<file path="src/rtl/param_universal_shift_register.sv">
// WIDTH-bit universal shift register with eight single-step modes and a
// burst engine that repeats a shift/rotate a programmed number of cycles.
module param_universal_shift_register #(
  parameter int WIDTH = 8,
  parameter int AMT_W = 4
) (
  input  logic             clk,
  input  logic             rst,
  input  logic             en,
  input  logic [2:0]       mode,
  input  logic [WIDTH-1:0] par_in,
  input  logic             msb_in,
  input  logic             lsb_in,
  input  logic             start,
  input  logic [AMT_W-1:0] amount,
  output logic [WIDTH-1:0] q,
  output logic             msb_out,
  output logic             lsb_out,
  output logic             busy,
  output logic             done
);

  typedef enum logic [0:0] {
    ST_IDLE  = 1'b0,
    ST_BURST = 1'b1
  } state_t;

  localparam logic [2:0] MODE_HOLD = 3'b000;
  localparam logic [2:0] MODE_SHR  = 3'b001;
  localparam logic [2:0] MODE_SHL  = 3'b010;
  localparam logic [2:0] MODE_LOAD = 3'b011;
  localparam logic [2:0] MODE_ROR  = 3'b100;
  localparam logic [2:0] MODE_ROL  = 3'b101;
  localparam logic [2:0] MODE_ASR  = 3'b110;
  localparam logic [2:0] MODE_CLR  = 3'b111;

  localparam logic [AMT_W-1:0] AMT_ZERO = {AMT_W{1'b0}};
  localparam logic [AMT_W-1:0] AMT_ONE  = {{(AMT_W-1){1'b0}}, 1'b1};

  state_t           state_q, state_d;
  logic [WIDTH-1:0] q_q, q_d;
  logic [2:0]       op_q, op_d;
  logic [AMT_W-1:0] rem_q, rem_d;
  logic             busy_q, busy_d;
  logic             done_q, done_d;

  function automatic logic [WIDTH-1:0] apply_op(
    input logic [2:0]       op,
    input logic [WIDTH-1:0] cur,
    input logic [WIDTH-1:0] par,
    input logic             mi,
    input logic             li
  );
    logic [WIDTH-1:0] res;
    case (op)
      MODE_HOLD: res = cur;
      MODE_SHR:  res = {mi, cur[WIDTH-1:1]};
      MODE_SHL:  res = {cur[WIDTH-2:0], li};
      MODE_LOAD: res = par;
      MODE_ROR:  res = {cur[0], cur[WIDTH-1:1]};
      MODE_ROL:  res = {cur[WIDTH-2:0], cur[WIDTH-1]};
      MODE_ASR:  res = {cur[WIDTH-1], cur[WIDTH-1:1]};
      MODE_CLR:  res = {WIDTH{1'b0}};
      default:   res = cur;
    endcase
    return res;
  endfunction

  function automatic logic is_burst_mode(input logic [2:0] op);
    logic res;
    case (op)
      MODE_SHR, MODE_SHL, MODE_ROR, MODE_ROL, MODE_ASR: res = 1'b1;
      default:                                          res = 1'b0;
    endcase
    return res;
  endfunction

  // Next-state, datapath and handshake computation.
  always_comb begin
    state_d = state_q;
    q_d     = q_q;
    op_d    = op_q;
    rem_d   = rem_q;
    busy_d  = 1'b0;
    done_d  = 1'b0;
    case (state_q)
      ST_IDLE: begin
        if (start && is_burst_mode(mode)) begin
          // The accepting edge only arms the engine; q moves from the next edge on.
          if (amount != AMT_ZERO) begin
            op_d    = mode;
            rem_d   = amount;
            state_d = ST_BURST;
            busy_d  = 1'b1;
          end else begin
            done_d = 1'b1;
          end
        end else if (en) begin
          q_d = apply_op(mode, q_q, par_in, msb_in, lsb_in);
        end else begin
          q_d = q_q;
        end
      end
      ST_BURST: begin
        q_d   = apply_op(op_q, q_q, par_in, msb_in, lsb_in);
        rem_d = rem_q - AMT_ONE;
        if (rem_q == AMT_ONE) begin
          state_d = ST_IDLE;
          done_d  = 1'b1;
        end else begin
          busy_d = 1'b1;
        end
      end
      default: begin
        state_d = ST_IDLE;
      end
    endcase
  end

  // State register with synchronous reset.
  always_ff @(posedge clk) begin
    if (rst) begin
      state_q <= ST_IDLE;
      q_q     <= {WIDTH{1'b0}};
      op_q    <= MODE_HOLD;
      rem_q   <= AMT_ZERO;
      busy_q  <= 1'b0;
      done_q  <= 1'b0;
    end else begin
      state_q <= state_d;
      q_q     <= q_d;
      op_q    <= op_d;
      rem_q   <= rem_d;
      busy_q  <= busy_d;
      done_q  <= done_d;
    end
  end

  assign q       = q_q;
  assign busy    = busy_q;
  assign done    = done_q;
  assign msb_out = q_q[WIDTH-1];
  assign lsb_out = q_q[0];

endmodule

</file>
<file path="config.mk">
export PLATFORM = sky130hd
export DESIGN_NAME = param_universal_shift_register
export DESIGN_NICKNAME = d
export VERILOG_FILES = /design/src/rtl/param_universal_shift_register.sv
export SDC_FILE = /design/constraint.sdc
export NUM_CORES = 1
export LEC_CHECK = 0
export BUFFER_PORTS_ARGS = -buffer_cell sky130_fd_sc_hd__buf_2
export CAP_MARGIN = 10
export CORE_UTILIZATION = 54
export CTS_CLUSTER_SIZE = 14
export DETAILED_ROUTE_END_ITERATION = 7
export GPL_TIMING_DRIVEN = 0
export PLACE_DENSITY = 0.79
export SETUP_SLACK_MARGIN = 0.3
export SLEW_MARGIN = 20
export SYNTH_ARGS = -nofsm -noshare
export SYNTH_HDL_FRONTEND = slang
export SYNTH_SLANG_ARGS = --single-unit
</file>
<file path="constraint.sdc">
create_clock -name clk -period 1.9 [get_ports clk]
set_input_delay 0.095 -clock clk [delete_from_list [all_inputs] [get_ports clk]]
set_output_delay 0.095 -clock clk [all_outputs]
set_load 0.03 [all_outputs]
</file>
==> results of run 1 <==
area by class of cell:
cell class	count	area, um^2
Multi-Input combinational cell	150	1049
Fill cell	232	805.8
Sequential cell	17	345.3
Timing Repair Buffer	30	152.6
Buffer	17	106.4
Tap cell	30	37.54
Clock buffer	4	26.28
Inverter	6	22.52
worst max-delay path: cells and delay by family, from the launching register on:
kind / cells / cell delay [ns]
AOI/OAI and AO/OA: 3 / 0.48
DFF: 1 / 0.43
buffers and inverters: 1 / 0.27
muxes: 1 / 0.22
power by group through the flow:
stage / Clock (mW) / Combinational (mW) / Sequential (mW)
floorplan: 0 / 0.270 / 0.443
global placement: 0 / 0.378 / 0.426
detailed placement: 0 / 0.390 / 0.428
CTS: 0.201 / 0.395 / 0.420
global route: 0.224 / 0.441 / 0.427
finish: 0.205 / 0.405 / 0.423
cells by family (layout without fill, tap and decap cells):
group / after synthesis / in the layout
DFF: 17 / 17
muxes: 12 / 12
adders and majority gates: 2 / 2
and+or+nand+nor: 72 / 72
buffers and inverters: 23 / 57
xor gates and xnor gates: 2 / 2
AOI/OAI and AO/OA: 62 / 62
flip-flops by register name, summed over array words and instances, names as in the netlist:
register / count
op_q: 3
done: 1
q: 8
busy: 1
rem_q: 4
cells in the mapped netlist (2+ instances only):
cell / instances
o221ai_1: 5
nor3_1: 4
o2111ai_1: 2
mux2i_1: 9
inv_1: 6
nor2b_1: 5
nand3_1: 7
o22ai_1: 5
nor2_1: 11
a31oi_1: 6
nor4_1: 2
clkbuf_1: 4
mux2_2: 3
a21oi_1: 9
dfxtp_1: 17
a221oi_1: 7
buf_2: 6
o211ai_1: 3
xnor2_1: 2
nand2b_2: 2
o21ai_0: 7
nand4b_1: 3
and3b_1: 2
nand2_1: 19
buf_4: 5
nand4_1: 2
a211oi_1: 5
ha_1: 2
nand2b_1: 7
worst paths after layout:
check,startpoint,end,slack [ns],depth (start not counted)
hold / removal,amount[3],rem_q[3],0.07,3
hold reg to reg,q[1],q[1],0.54,2
setup / recovery,op_q[0],q[0],0.38,5
setup reg to reg,op_q[0],q[0],0.38,5
layer usage:
metal / part of all wire [%] / up-vias
met2: 49 / 92
met4: 0.65 / 0
met5: 0 / -
met1: 43 / 778
met3: 7.9 / 4
li1: - / 791
timing repair:
action | in CTS | in global routing
gates cloned | 0 | 0
buffers inserted | 0 | 1
hold endpoints to repair | 0 | 0
pin swaps | 0 | 1
endpoints found under the setup margin | 8 | 11
gates resized for setup | 4 | 9
==> impl_metrics.json, run 1 <==
{
  "via_count": 1665,
  "drive_gt1_share_pct": 29.46,
  "ys_seq_elements": 17,
  "ys_seq_area_share_pct": 22.74,
  "grt.busiest_layer": "met2",
  "seq_power_share_pct": 40.9,
  "netlist.area_leader.share_pct": 22.74,
  "finalCritPeriodShare_pct": 80.23,
  "place_congestion": 0.9328,
  "track_usage_pct": 30.85,
  "io_buffer_count": 29,
  "async_reset_ff_share_pct": 0,
  "crit_chain": "buf_2, mux2i_1, o22ai_1, o21ai_0, a311oi_2",
  "min_period_ns": 1.524,
  "synth_mux_area_share_pct": 8.278,
  "yosys_warnings": 0,
  "drtIter0Drc": 60,
  "rows": 18,
  "critPathRequiredTime_ns": 2.08,
  "synth-compound-area-share_pct": 32.11,
  "worst_pin_slew_ns": 0.5209,
  "crit_type": "register to register",
  "skew_ns": 0.004478,
  "path_max_fanout": 10,
  "p_sw_share_pct": 38.19,
  "finalInstanceArea_um2": 1739,
  "place_area_um2": 1679,
  "clockPowerShare_pct": 19.8,
  "die_w_um": 54.64,
  "slew_viol_final": 0,
  "fmax_ghz": 0.6560,
  "clk_latency_ns": 0.29,
  "max-slew-margin-rel_pct": 64.95,
  "synth_edf_count": 0,
  "htreeDepth": 1,
  "avgSynthCellArea_um2": 7.876,
  "cts.sinks": 17,
  "p_int_mw": 0.6381,
  "cts_inserted_buffers": 3,
  "fin_cells": 254,
  "start_util_pct": 58.80,
  "clock_path_buffers": 2,
  "antenna_left": 0,
  "setup-tns-final_ns": 0,
  "hold_buffers": 0,
  "root_buffer": "clkbuf_4",
  "endpoint_kind": "register",
  "dpl.cell_count": 249,
  "max_stage_delay_ns": 0.43,
  "grt_max_degree": 11,
  "layout_common_cells": "34 x buf_2, 19 x nand2_1, 13 x dfxtp_1",
  "ys_types": 52,
  "die_height_um": 54.64,
  "vias_per_cell": 6.555,
  "wl_per_cell_um": 16.24,
  "nNetsFinal": 248,
  "place_ws_ns": 0.1663,
  "syn_nets": 213,
  "ir_drop_mv": 0.4320,
  "worstSetupStartpointType": "register",
  "core-area_um2": 2545,
  "antenna_cells": 0,
  "use_met1_pct": 41.35,
  "power.density_nw_per_um2": 593.5,
  "antenna_found_initial": 0,
  "p_sw_mw": 0.3942,
  "yosys.area.top_type": "dfxtp_1",
  "synthCells": 190,
  "synth_ff_type": "dfxtp_1",
  "cap_violations": 0,
  "whs_ns": 0.07377,
  "synth-simple-area-share_pct": 26.00,
  "synth_area_leaders": "dfxtp_1 23%, mux2i_1 6.0%, nand2_1 4.8%, a221oi_1 4.1%, a21oi_1 3.0%",
  "finalSetupViolations": 0,
  "use_met3_pct": 4.167,
  "status": "complete, no violations",
  "dieArea_um2": 2986,
  "synth_top_family_by_area": "compound AO/OA/AOI/OAI gates",
  "pwr-share-comb_pct": 39.3,
  "p_leak_nw": 0.6952,
  "area_delta_synth_final_pct": 16.22,
  "use_met2_pct": 49.80,
  "path_clk_slew_ns": 0.11,
  "synth_fa_ha_area_share_pct": 1.672,
  "rsz0062_at_grt": "true",
  "dr.pass1.iters": 6,
  "gr-total-overflow": 0,
  "cts_tree": "built",
  "worst_slack_ns": 0.3756,
  "drc": 0,
  "synth_xor_area_share_pct": 1.171,
  "cpMaxStageDelayCell": "dfxtp_2",
  "grt_pass1_vias": 1435,
  "ios": 33,
  "hpwl_um": 3056,
  "hold_class": "input pin to register",
  "grt_pass1_wl_um": 6630,
  "drt-total-wl_um": 4125,
  "layout_commonest_cell": "buf_2",
  "hold_viol_final": 0,
  "finalCoreUtilization_pct": 68.34,
  "power_mw": 1.032,
  "netlist_area_um2": 1496,
  "arrival_ns": 1.70
}
No activity file was read; power rests on OpenSTA's default activity.
==> inputs of run 2 (changes only) <==
--- a/config.mk
+++ b/config.mk
@@ -7,11 +7,11 @@
 export LEC_CHECK = 0
 export BUFFER_PORTS_ARGS = -buffer_cell sky130_fd_sc_hd__buf_2
 export CAP_MARGIN = 10
-export CORE_UTILIZATION = 54
+export CORE_UTILIZATION = 49
 export CTS_CLUSTER_SIZE = 14
 export DETAILED_ROUTE_END_ITERATION = 7
 export GPL_TIMING_DRIVEN = 0
-export PLACE_DENSITY = 0.79
+export PLACE_DENSITY = 0.76
 export SETUP_SLACK_MARGIN = 0.3
 export SLEW_MARGIN = 20
 export SYNTH_ARGS = -nofsm -noshare
==> constraint.sdc (replaced) <==
create_clock -name clk -period 1.3 [get_ports clk]
set_input_delay 0.065 -clock clk [delete_from_list [all_inputs] [get_ports clk]]
set_output_delay 0.065 -clock clk [all_outputs]
set_load 0.03 [all_outputs]
==> run 2 against run 1 <==
  * The flow now finishes with violations (design-rule violations, negative setup slack)
  * Worst setup slack worse by 0.57 ns
  * Worst hold slack worse by 0.041 ns
  * Combinational power is 120% higher
  * Utilization is 12 points higher
  * Count of clock-buffer cells in the layout stayed put
  * Power is 80% higher
  * Sequential share of layout area is 3.7 points lower
  * Die area is 9.8% higher
  * Register-to-register slack worse by 0.57 ns
==> impl_metrics.json, run 2 (synthesized netlist as in run 1, its figures left out) <==
{
  "finalInstanceArea_um2": 2281,
  "ir_drop_mv": 0.6277,
  "top_layer_used": "met4",
  "finalCoreUtilization_pct": 80.63,
  "drt-total-wl_um": 5233,
  "grt_pass1_vias": 1585,
  "r2r-end": "q[0]",
  "power_mw": 1.856,
  "grt_pass1_wl_um": 7824,
  "start_util_pct": 52.90,
  "vias_per_cell": 6.602,
  "hold_class": "input pin to register",
  "endpoint_kind": "register",
  "largest_reg_flops": 8,
  "finalCritPeriodShare_pct": 115.3,
  "met2_length_um": 2750,
  "power.density_nw_per_um2": 813.7,
  "violations": "design-rule violations, negative setup slack",
  "rsz0062_at_grt": "true",
  "drc": 3,
  "skew_ns": 0.001245,
  "clk_latency_ns": 0.31,
  "dpl.cell_count": 250,
  "crit_type": "register to register",
  "whs_ns": 0.03256,
  "cap_violations": 0,
  "hpwl_um": 3358,
  "dr_wl_met3_um": 376,
  "layout_common_cells": "23 x buf_2, 17 x nand2_1, 14 x buf_4",
  "hold_depth": 3,
  "status": "complete, but fails checks",
  "min_period_ns": 1.499,
  "r2r-start": "op_q[2]",
  "core-area_um2": 2829,
  "antenna_cells": 0,
  "grt_max_degree": 11,
  "worst_pin_slew_ns": 0.6447,
  "via_count": 1809,
  "gr-total-overflow": 0,
  "die_w_um": 57.26,
  "die_height_um": 57.26,
  "drive_gt1_share_pct": 50.21,
  "path_max_fanout": 7,
  "max-slew-margin-rel_pct": 56.66,
  "place_area_um2": 1807,
  "io_buffer_count": 29,
  "place_ws_ns": -0.2915,
  "layout_commonest_cell": "buf_2",
  "root_buffer": "clkbuf_4",
  "fmax_ghz": 0.6671,
  "rr_worst_depth": 5,
  "hold_viol_final": 0,
  "clock_path_buffers": 2,
  "setup-tns-final_ns": -1.658,
  "arrival_ns": 1.73,
  "fin_cells": 274,
  "nNetsFinal": 267,
  "reg2reg_setup_slack_ns": -0.20,
  "met1_length_um": 2016,
  "cts_tree": "built",
  "wl_per_cell_um": 19.10,
  "cts_inserted_buffers": 3,
  "rows": 19,
  "slew_viol_final": 0,
  "htreeDepth": 1,
  "antenna_left": 0,
  "track_usage_pct": 31.19,
  "ios": 33,
  "drtIter0Drc": 195,
  "critPathRequiredTime_ns": 1.53,
  "startpoint": "op_q[2]",
  "antenna_found_initial": 0,
  "path_clk_slew_ns": 0.11,
  "endpoint": "q[0]",
  "place_congestion": 0.9038,
  "area_delta_synth_final_pct": 52.42,
  "finalSetupViolations": 12,
  "dr.pass1.iters": 6,
  "worstSetupStartpointType": "register",
  "cts.sinks": 17,
  "dieArea_um2": 3279,
  "p_leak_nw": 0.8794,
  "worst_slack_ns": -0.1990
}
run 2: changes by cell type in the layout (fill, tap and decap cells not counted), moves of 6 or more:
cell,previous run,this run
buf_8,0,6
dfxtp_1,13,4
buf_4,7,14
buf_6,1,13
buf_2,34,23
run 2: worst max-delay path: stages (launching register included):
cell and delay (ns):
dfxtp_2 0.34, buf_8 0.13, or3_4 0.40, a21o_1 0.22, buf_6 0.14, a311oi_2 0.19
run 2: final cells by class:
cell class | count | area [um^2]
buffer | 17 | 161.4
clock buffer | 4 | 26.28
fill | 182 | 548.0
inverter | 6 | 30.03
multi-input combinational | 150 | 1250
sequential | 17 | 369.1
tap | 31 | 38.79
timing repair buffer | 49 | 405.4
run 2: what timing repair did:
item                                    CTS  global route
pin swaps                                 9            13
buffers inserted                         10             8
endpoints found under the setup margin   26            28
resized for setup                        37            40
cloned                                    1             1
hold buffers                              0             0
run 2: worst min path at each step:
stage	end	slack, ns	start
2_1_floorplan	rem_q[3]	0.21	amount[3]
3_3_place_gp	rem_q[3]	0.34	amount[3]
3_5_place_dp	rem_q[3]	0.36	amount[3]
4_1_cts	rem_q[3]	0.04	amount[3]
5_1_grt	rem_q[3]	0.06	amount[3]
6_report	rem_q[3]	0.03	amount[3]
run 2: power breakdown:
part	leakage (nW)	switching [mW]	internal, mW	total (mW)
registers	0.146	0.0773	0.563	0.640
logic	0.718	0.449	0.444	0.893
clock network	0.0150	0.202	0.120	0.322
total	0.879	0.729	1.13	1.86
run 2: per-layer routing:
| metal | GRT usage [%] | up-vias |
|---|---|---|
| met1 | 39.66 | 863 |
| met3 | 4.308 | 14 |
| met5 | 0 | - |
| li1 | - | 838 |
| met2 | 55.46 | 94 |
| met4 | 8.014 | 0 |
==> inputs of run 3 (changes only) <==
--- a/config.mk
+++ b/config.mk
@@ -10,8 +10,8 @@
 export CORE_UTILIZATION = 49
 export CTS_CLUSTER_SIZE = 14
 export DETAILED_ROUTE_END_ITERATION = 7
-export GPL_TIMING_DRIVEN = 0
-export PLACE_DENSITY = 0.76
+export GPL_TIMING_DRIVEN = 1
+export PLACE_DENSITY = 0.84
 export SETUP_SLACK_MARGIN = 0.3
 export SLEW_MARGIN = 20
 export SYNTH_ARGS = -nofsm -noshare
==> run 3 against run 2 <==
  * The run still ends with design-rule violations, negative setup slack left
  * Register-to-register slack better by 0.08 ns
  * Worst hold slack worse by 0.011 ns
  * Utilization is 0.18 points lower
  * Critical path type unchanged
  * Largest cell class unchanged
==> impl_metrics.json, run 3 (synthesized netlist as in run 1, its figures left out) <==
{
  "critPathRequiredTime_ns": 1.52,
  "status": "complete, but fails checks",
  "path_max_fanout": 7,
  "worst_path_dominant_cell_family": "simple AND/OR/NAND/NOR gates",
  "largest_reg_flops": 8,
  "max-slew-margin-rel_pct": 71.00,
  "clockPowerShare_pct": 17.6,
  "nNetsFinal": 270,
  "grt_pass1_vias": 1661,
  "setup-tns-final_ns": -0.7852,
  "p_sw_share_pct": 39.01,
  "hold_class": "input pin to register",
  "cp_num_cells": 5,
  "cpMaxStageDelayCell": "dfxtp_4",
  "grt_pass1_wl_um": 7396,
  "path_clk_slew_ns": 0.11,
  "grt_max_degree": 19,
  "crit_type": "register to register",
  "r2r-start": "op_q[2]",
  "max_stage_delay_ns": 0.40,
  "dieArea_um2": 3279,
  "layout_common_cells": "29 x buf_4, 20 x buf_2, 16 x nand2_1",
  "crit_chain": "or3_4, a21o_1, buf_12, nand2b_4, o22ai_1",
  "antenna_found_initial": 0,
  "die_height_um": 57.26,
  "rsz0062_at_grt": "true",
  "finalCritPeriodShare_pct": 109.5,
  "slew_viol_final": 0,
  "finalSetupViolations": 8,
  "place_congestion": 0.8646,
  "hold_depth": 3,
  "seq_power_share_pct": 34.8,
  "worst_slack_ns": -0.1230,
  "violations": "design-rule violations, negative setup slack",
  "layout_commonest_cell": "buf_4",
  "ir_drop_mv": 0.8020,
  "cts_inserted_buffers": 3,
  "rr_worst_depth": 5,
  "hpwl_um": 3128,
  "antenna_left": 0,
  "gr-total-overflow": 0,
  "rows": 19,
  "place_ws_ns": -0.1640,
  "fin_cells": 277,
  "finalCoreUtilization_pct": 80.45,
  "ios": 33,
  "cts.sinks": 17,
  "critPathBufInv": 1,
  "root_buffer": "clkbuf_4",
  "worstHoldStart": "amount[3]",
  "clock_path_buffers": 2,
  "core-area_um2": 2829,
  "antenna_cells": 0,
  "track_usage_pct": 29.20,
  "cap_violations": 0,
  "whs_ns": 0.02111,
  "dpl.cell_count": 263,
  "drt-total-wl_um": 4752,
  "drc": 2,
  "worst_pin_slew_ns": 0.4350,
  "htreeDepth": 1,
  "hold_viol_final": 0,
  "wl_per_cell_um": 17.16,
  "start_util_pct": 52.90,
  "p_sw_mw": 0.7087,
  "min_period_ns": 1.423,
  "hold_buffers": 0,
  "cts_tree": "built",
  "startpoint": "op_q[2]",
  "die_w_um": 57.26,
  "p_leak_nw": 0.8876,
  "via_count": 1760,
  "skew_ns": 0.003908,
  "pwr-share-comb_pct": 47.6,
  "area_delta_synth_final_pct": 52.09,
  "io_buffer_count": 32,
  "arrival_ns": 1.64,
  "clk_latency_ns": 0.32,
  "fmax_ghz": 0.7027,
  "drive_gt1_share_pct": 52.44,
  "vias_per_cell": 6.354,
  "power.density_nw_per_um2": 798.2,
  "dr.pass1.iters": 6,
  "drtIter0Drc": 159,
  "worstSetupStartpointType": "register",
  "endpoint_kind": "register",
  "p_int_mw": 1.108
}
## run 3: tightest hold or removal path, cell delays in order
cell and delay (ns):
buf_2 0.10, a2bb2oi_1 0.06, nor2_1 0.09
## run 3: path summary, 6_finish.rpt
kind	endpoint	slack, ns
max	q[5]	-0.12
min	rem_q[3]	0.02
max reg2reg	q[5]	-0.12
min reg2reg	q[6]	0.53
## run 3: what timing repair did
action / in CTS / in global routing
resized for setup: 55 / 21
pin swaps: 8 / 13
endpoints found under the setup margin: 28 / 28
buffers inserted: 6 / 4
## run 3: final cells by class
type	count	area, um^2
clock buffer	3	22.52
clock inverter	1	5.005
fill	169	553.0
inverter	6	30.03
multi-input combinational	150	1227
sequential	17	379.1
tap	31	38.79
timing repair buffer	69	573.1
## run 3: power groups by stage
stage | Sequential, mW | Clock, mW | Combinational (mW)
global placement | 0.631 | 0 | 0.659
finish | 0.632 | 0.321 | 0.864
floorplan | 0.657 | 0 | 0.446
detailed placement | 0.633 | 0 | 0.677
global route | 0.638 | 0.348 | 0.922
CTS | 0.629 | 0.317 | 0.797
## run 3: through the flow
step                area, um^2  total power, mW
finish                    2276            1.817
global route              2276            1.908
CTS                       2187            1.742
detailed placement        1924            1.309
global placement          1924            1.290
floorplan                 1623            1.103
## run 3: layer usage
| layer | up-vias | GRT usage (%) | routed length, um |
|---|---|---|---|
| met5 | - | 0 | 0 |
| met4 | 0 | 9.756 | 58 |
| met3 | 7 | 4.989 | 306 |
| met2 | 76 | 52.61 | 2449 |
| met1 | 841 | 35.07 | 1937 |
| li1 | 836 | - | - |
